[config.mk]
export PLATFORM = sky130hd
export DESIGN_NAME = param_stack
export DESIGN_NICKNAME = d
export VERILOG_FILES = /design/src/rtl/param_stack_pkg.sv /design/src/rtl/param_stack_regfile.sv /design/src/rtl/param_stack.sv
export SDC_FILE = /design/constraint.sdc
export NUM_CORES = 1
export LEC_CHECK = 0
export ABC_AREA = 1
export CELL_PAD_IN_SITES_DETAIL_PLACEMENT = 1
export CELL_PAD_IN_SITES_GLOBAL_PLACEMENT = 1
export CORE_UTILIZATION = 43
export CTS_CLUSTER_SIZE = 25
export DETAILED_ROUTE_END_ITERATION = 7
export PLACE_DENSITY = 0.79
export REMOVE_ABC_BUFFERS = 1
export SLEW_MARGIN = 25
export SYNTH_ARGS = -nofsm -noshare
export SYNTH_HDL_FRONTEND = slang
export SYNTH_SLANG_ARGS = --single-unit
[constraint.sdc]
create_clock -name clock -period 4.25 [get_ports clock]
set_input_delay 0.425 -clock clock [delete_from_list [all_inputs] [get_ports clock]]
set_output_delay 0.425 -clock clock [all_outputs]
set_load 0.005 [all_outputs]
[src/rtl/param_stack_pkg.sv]
// Shared types and the per-cycle operation decoder for the parametrised LIFO stack.
// STACK_SWAP_EN adds the swap input to the decoder.
package param_stack_pkg;

  typedef enum logic [2:0] {
    OP_NONE,
    OP_PUSH,
    OP_POP,
    OP_REPLACE,
    OP_SWAP
  } stack_op_e;

  typedef struct packed {
    stack_op_e op;
    logic      set_overflow;
    logic      set_underflow;
  } stack_dec_t;

  // Priority: push&pop, push, pop, swap. Swap combined with push or pop is dropped silently.
  function automatic stack_dec_t decode_op(
    input logic        push,
    input logic        pop,
`ifdef STACK_SWAP_EN
    input logic        swap,
`endif
    input int unsigned count,
    input int unsigned depth
  );
    stack_dec_t dec;
    dec.op            = OP_NONE;
    dec.set_overflow  = 1'b0;
    dec.set_underflow = 1'b0;
    if (push && pop) begin
      if (count > 0) begin
        dec.op = OP_REPLACE;
      end else begin
        dec.op            = OP_PUSH;
        dec.set_underflow = 1'b1;
      end
    end else if (push) begin
      if (count < depth) dec.op = OP_PUSH;
      else               dec.set_overflow = 1'b1;
    end else if (pop) begin
      if (count > 0) dec.op = OP_POP;
      else           dec.set_underflow = 1'b1;
    end
`ifdef STACK_SWAP_EN
    else if (swap) begin
      if (count >= 2) dec.op = OP_SWAP;
      else            dec.set_underflow = 1'b1;
    end
`endif
    return dec;
  endfunction

endpackage

[src/rtl/param_stack_regfile.sv]
// Stack storage: flop array with one write port, two combinational read ports
// and a swap mode that exchanges the entries at idx_a and idx_b.
module stack_regfile #(
  parameter int WIDTH = 32,
  parameter int DEPTH = 16,
  localparam int IDX_W = $clog2(DEPTH)
) (
  input  logic             clock,
  input  logic             wr_en,
  input  logic [IDX_W-1:0] wr_idx,
  input  logic [WIDTH-1:0] wr_data,
  input  logic             swap_en,
  input  logic [IDX_W-1:0] idx_a,
  input  logic [IDX_W-1:0] idx_b,
  output logic [WIDTH-1:0] rd_a,
  output logic [WIDTH-1:0] rd_b
);

  logic [WIDTH-1:0] mem [DEPTH];

  // Contents are never reset; the top level masks reads by occupancy.
  always_ff @(posedge clock) begin
    if (swap_en) begin
      mem[idx_a] <= mem[idx_b];
      mem[idx_b] <= mem[idx_a];
    end else if (wr_en) begin
      mem[wr_idx] <= wr_data;
    end
  end

  // Indices past the last entry occur for non-power-of-two depths when nearly empty.
  assign rd_a = (32'(idx_a) < DEPTH) ? mem[idx_a] : '0;
  assign rd_b = (32'(idx_b) < DEPTH) ? mem[idx_b] : '0;

endmodule

[src/rtl/param_stack.sv]
// Parametrised LIFO operand stack with occupancy count, sticky error flags and replace-top.
// STACK_SWAP_EN adds the swap port and the exchange-top-two operation.
module param_stack
  import param_stack_pkg::*;
#(
  parameter int WIDTH = 32,
  parameter int DEPTH = 16,
  localparam int CNT_W = $clog2(DEPTH + 1)
) (
  input  logic             clock,
  input  logic             reset_n,
  input  logic             push,
  input  logic             pop,
`ifdef STACK_SWAP_EN
  input  logic             swap,
`endif
  input  logic             clear_err,
  input  logic [WIDTH-1:0] data_in,
  output logic [WIDTH-1:0] data_out_1st,
  output logic [WIDTH-1:0] data_out_2nd,
  output logic [CNT_W-1:0] count,
  output logic             empty,
  output logic             full,
  output logic             overflow,
  output logic             underflow
);

  localparam int IDX_W = $clog2(DEPTH);

  stack_dec_t       dec;
  logic [IDX_W-1:0] top_idx;
  logic [IDX_W-1:0] below_idx;
  logic [IDX_W-1:0] wr_idx;
  logic             wr_en;
  logic             swap_en;
  logic [WIDTH-1:0] rd_top;
  logic [WIDTH-1:0] rd_below;

  always_comb begin
    dec = decode_op(push, pop,
`ifdef STACK_SWAP_EN
                    swap,
`endif
                    32'(count), DEPTH);
  end

  assign top_idx   = IDX_W'(count - CNT_W'(1));
  assign below_idx = IDX_W'(count - CNT_W'(2));
  assign wr_en     = (dec.op == OP_PUSH) || (dec.op == OP_REPLACE);
  assign wr_idx    = (dec.op == OP_REPLACE) ? top_idx : IDX_W'(count);
  assign swap_en   = (dec.op == OP_SWAP);

  stack_regfile #(
    .WIDTH (WIDTH),
    .DEPTH (DEPTH)
  ) u_regfile (
    .clock   (clock),
    .wr_en   (wr_en),
    .wr_idx  (wr_idx),
    .wr_data (data_in),
    .swap_en (swap_en),
    .idx_a   (top_idx),
    .idx_b   (below_idx),
    .rd_a    (rd_top),
    .rd_b    (rd_below)
  );

  // A flag being set wins over clear_err in the same cycle.
  always_ff @(posedge clock or negedge reset_n) begin
    if (!reset_n) begin
      count     <= '0;
      overflow  <= 1'b0;
      underflow <= 1'b0;
    end else begin
      case (dec.op)
        OP_PUSH: count <= count + CNT_W'(1);
        OP_POP:  count <= count - CNT_W'(1);
        default: count <= count;
      endcase
      overflow  <= dec.set_overflow  | (overflow  & ~clear_err);
      underflow <= dec.set_underflow | (underflow & ~clear_err);
    end
  end

  assign empty        = (count == '0);
  assign full         = (count == CNT_W'(DEPTH));
  assign data_out_1st = (count >= CNT_W'(1)) ? rd_top   : '0;
  assign data_out_2nd = (count >= CNT_W'(2)) ? rd_below : '0;

endmodule

==> summary.md <==
| Metric | Value |
|---|---|
| Top-area cell type share of the netlist area | 54.9% |
| HPWL after DPL | between 50,000 and 60,000 um |
| Worst r2r path cells | 14 |
| Maximum buffer depth of the clock tree | 3 |
| Peak Freq | between 200 and 250 MHz |
| Yosys warnings | 0 |
| Worst R2R Setup Slack | 0.24 ns |
| Synth Area in Compound Gates | 9.79% |
| Antenna-violating nets left | 0 |
| Synthesized cell area | 0.0280 mm^2 |
| Worst reg2reg path startpoint | count[0] |
| Die ar. | 0.0661 mm^2 |
| Clock Skew | approximately 0.019 ns |
| CP cell instances | buf_4 -> buf_8 -> nand2_1 -> nand2_1 -> nand2_1 -> nand3_1 -> nand3_1 -> a21oi_1 -> clkdlybuf4s50_1 |
| Outcome | finished clean |
| Fin Setup TNS | 0 ns |
| Slowest CP cell | buf_8 |
| Final wirelength | 100,000 um |
| Final Util | 49.2% |
| Die Wd | roughly 260 um |
| DRT Pass-1 Iters | 6 |
| Syn Area/Cell | 8.44 um^2 |
| CP max stage delay | roughly 0.59 ns |
| Global-route wire length before repair | 149,000 um |
| Leading cell types in the layout, fill and taps excluded | 778 x nand2_1, 524 x nand3_1, 512 x edfxtp_1, 462 x inv_1, 281 x a21oi_1 |
| Number of global-route vias before repair | 25.6k |
| Final Cycle Share | 98.6% |
| Max-cap violation count | 0 |
| Min Hold Slack | 0.0987 ns |
| Adder-cell share of the synthesized area | 0.447% |
| Fraction of registers with async set or reset after synthesis | 1.35% |
| Area leader, netlist | edfxtp_1 |
| Crit. End Element | output pin |
| Final Hold Viols | 0 |
| Yosys cell types | 33 |
| Kind of critical path | flop to output pin |
| FP Rows | 93 |
| Seq/Total Area, Yosys | between 50% and 60% |
| Core Footprint | 0.0643 mm^2 |
| Critical Path Fanout Max | 110 |
| Global route total overflow | 0 |
| Critical Path Source | count[0] |
| Port Buffers | 109 |
| Remaining routing DRC violations | 0 |
| Pin count of the biggest net entering global routing | 262 |
| Post-synthesis xor/xnor area fraction | 0.299% |
| Share of cells above drive strength 1 | 5.34% |
| Most used cell, CP | nand2_1 |
| Height of the die | 257 um |
| Number of synthesized register bits | 519 |
| I/O pins | 110 |
| Synth Flop Type | edfxtp_1 |
| Drt wl/cell | 23.7 um |
| Critical path's top delay family | buffers and inverters |
| Slew HR | about a third |
| Area added between synthesis and finish | 13.2% |
| Antenna fix cells | 0 |
| Via density | a little under 6 |
| Startpoint types | flop |
| Top post-synthesis cells by area | edfxtp_1 55%, nand2_1 10%, nand3_1 9.4% |
| Critical path required time | 3.83 ns |
| WP data arrival | 3.76 ns |
| Final Setup Violations | 0 |
| Slew at the pin closest to its max-slew limit | between 1 and 1.5 ns |
| DR iter-0 viols | 2,632 |
| Initial antenna violation count | 2 |
| Commonest non-fill, non-tap cell in the layout | nand2_1 |
| Final slew viol count | 0 |
| Main combinational cell family by area after synthesis | simple AND/OR/NAND/NOR gates |
| CTS H-Tree Depth | 2 |
| Worst hold path type | primary input to async pin |
| DR vias | 24.7k |
| CTS Hold Bufs | 0 |
| Tmin final | 4.19 ns |
| Initial Util | 43.5% |
| NumNets Final | 3,374 |
| Clk sinks | 519 |
| Root Driver | clkbuf_16 |
| Post-synth EDFFs | 512 |
| Buf/Inv on CP | 3 |
| Worst skew pair latency | 0.62 ns |
| Reg2reg end | u_regfile.mem[14][9] |
| Post-synthesis mux area share | 0% |
| Gpl congestion | 0.839 |
| Post-synthesis simple-gate area fraction | 23.1% |
| Worst-path clk slew | 0.06 ns |
| RSZ-0062 raised after global routing | yes |
| GRT Total Usage | just under 30% |
| CTS tree | done |
| TritonCTS buffer count | 55 |
| Syn Inst Count | roughly 3.3k |
per-stage QoR:
step           setup WS (ns)  instances  cell area (um^2)
2_1_floorplan         -23.26       3094             26700
3_3_place_gp           0.456       4122             29800
3_5_place_dp           0.385       4123             29800
4_1_cts              0.00306       4223             31600
5_1_grt              -0.0787       4225             31700
6_report              0.0608       4225             31700
cells by family after synthesis:
group | Yosys count
buffers and inverters | 691
XOR/XNOR | 7
AO/OA/AOI/OAI | 544
adder cells (fa/ha/maj) | 10
AND/OR/NAND/NOR | 1545
flip-flops | 519
sequential cells by signal, summed over array words and instances, names as in the netlist:
name / cells
overflow: 1
u_regfile.mem: 512
count: 5
underflow: 1
cells in the mapped netlist, types with 2 or more instances:
master / number
nor2_1: 237
xor2_1: 3
inv_1: 464
o22ai_1: 2
nand3_1: 524
dfrtp_1: 7
clkbuf_1: 73
edfxtp_1: 512
a21oi_1: 281
o21ai_0: 178
buf_4: 30
buf_8: 3
inv_2: 4
buf_2: 65
ha_1: 10
xnor2_2: 2
buf_1: 24
o21ai_1: 78
buf_6: 27
a21oi_2: 2
nand2_1: 778
area by class of cell:
type / instances / area [um^2]
Clock buffer: 65 / 1410
Clock inverter: 35 / 363
Sequential cell: 519 / 15600
Multi-Input combinational cell: 2106 / 9620
Inverter: 469 / 1780
Timing Repair Buffer: 176 / 1880
Tap cell: 855 / 1070
Fill cell: 7539 / 32700
per-layer routing:
| metal | vias up | global-route usage [%] | part of all wire (%) |
|---|---|---|---|
| li1 | 11000 | - | - |
| met1 | 12400 | 37.6 | 40 |
| met2 | 1051 | 49.5 | 49 |
| met3 | 221 | 4.18 | 7.2 |
| met4 | 2 | 11.9 | 3.3 |
| met5 | - | 0 | 0.013 |
how the worst max path moves through the flow:
stage,endpoint,slack (ns),cells past startpoint
floorplan,data_out_1st[0],-23.26,9
global placement,u_regfile.mem[6][1],0.46,13
detailed placement,u_regfile.mem[6][15],0.38,13
CTS,data_out_2nd[30],0.003,9
global route,data_out_1st[30],-0.08,9
finish,data_out_2nd[30],0.06,9
repair_timing:
item / 4_1_cts / 5_1_grt
gates cloned: 0 / 2
endpoints found under the setup margin: 31 / 34
hold endpoints to repair: 0 / 0
pin swaps: 0 / 0
buffers inserted: 0 / 0
resized for setup: 5 / 10
Power is left out: the tool's default activity adds up to more than one toggle a clock period on the data nets, which glitch-free logic cannot reach.
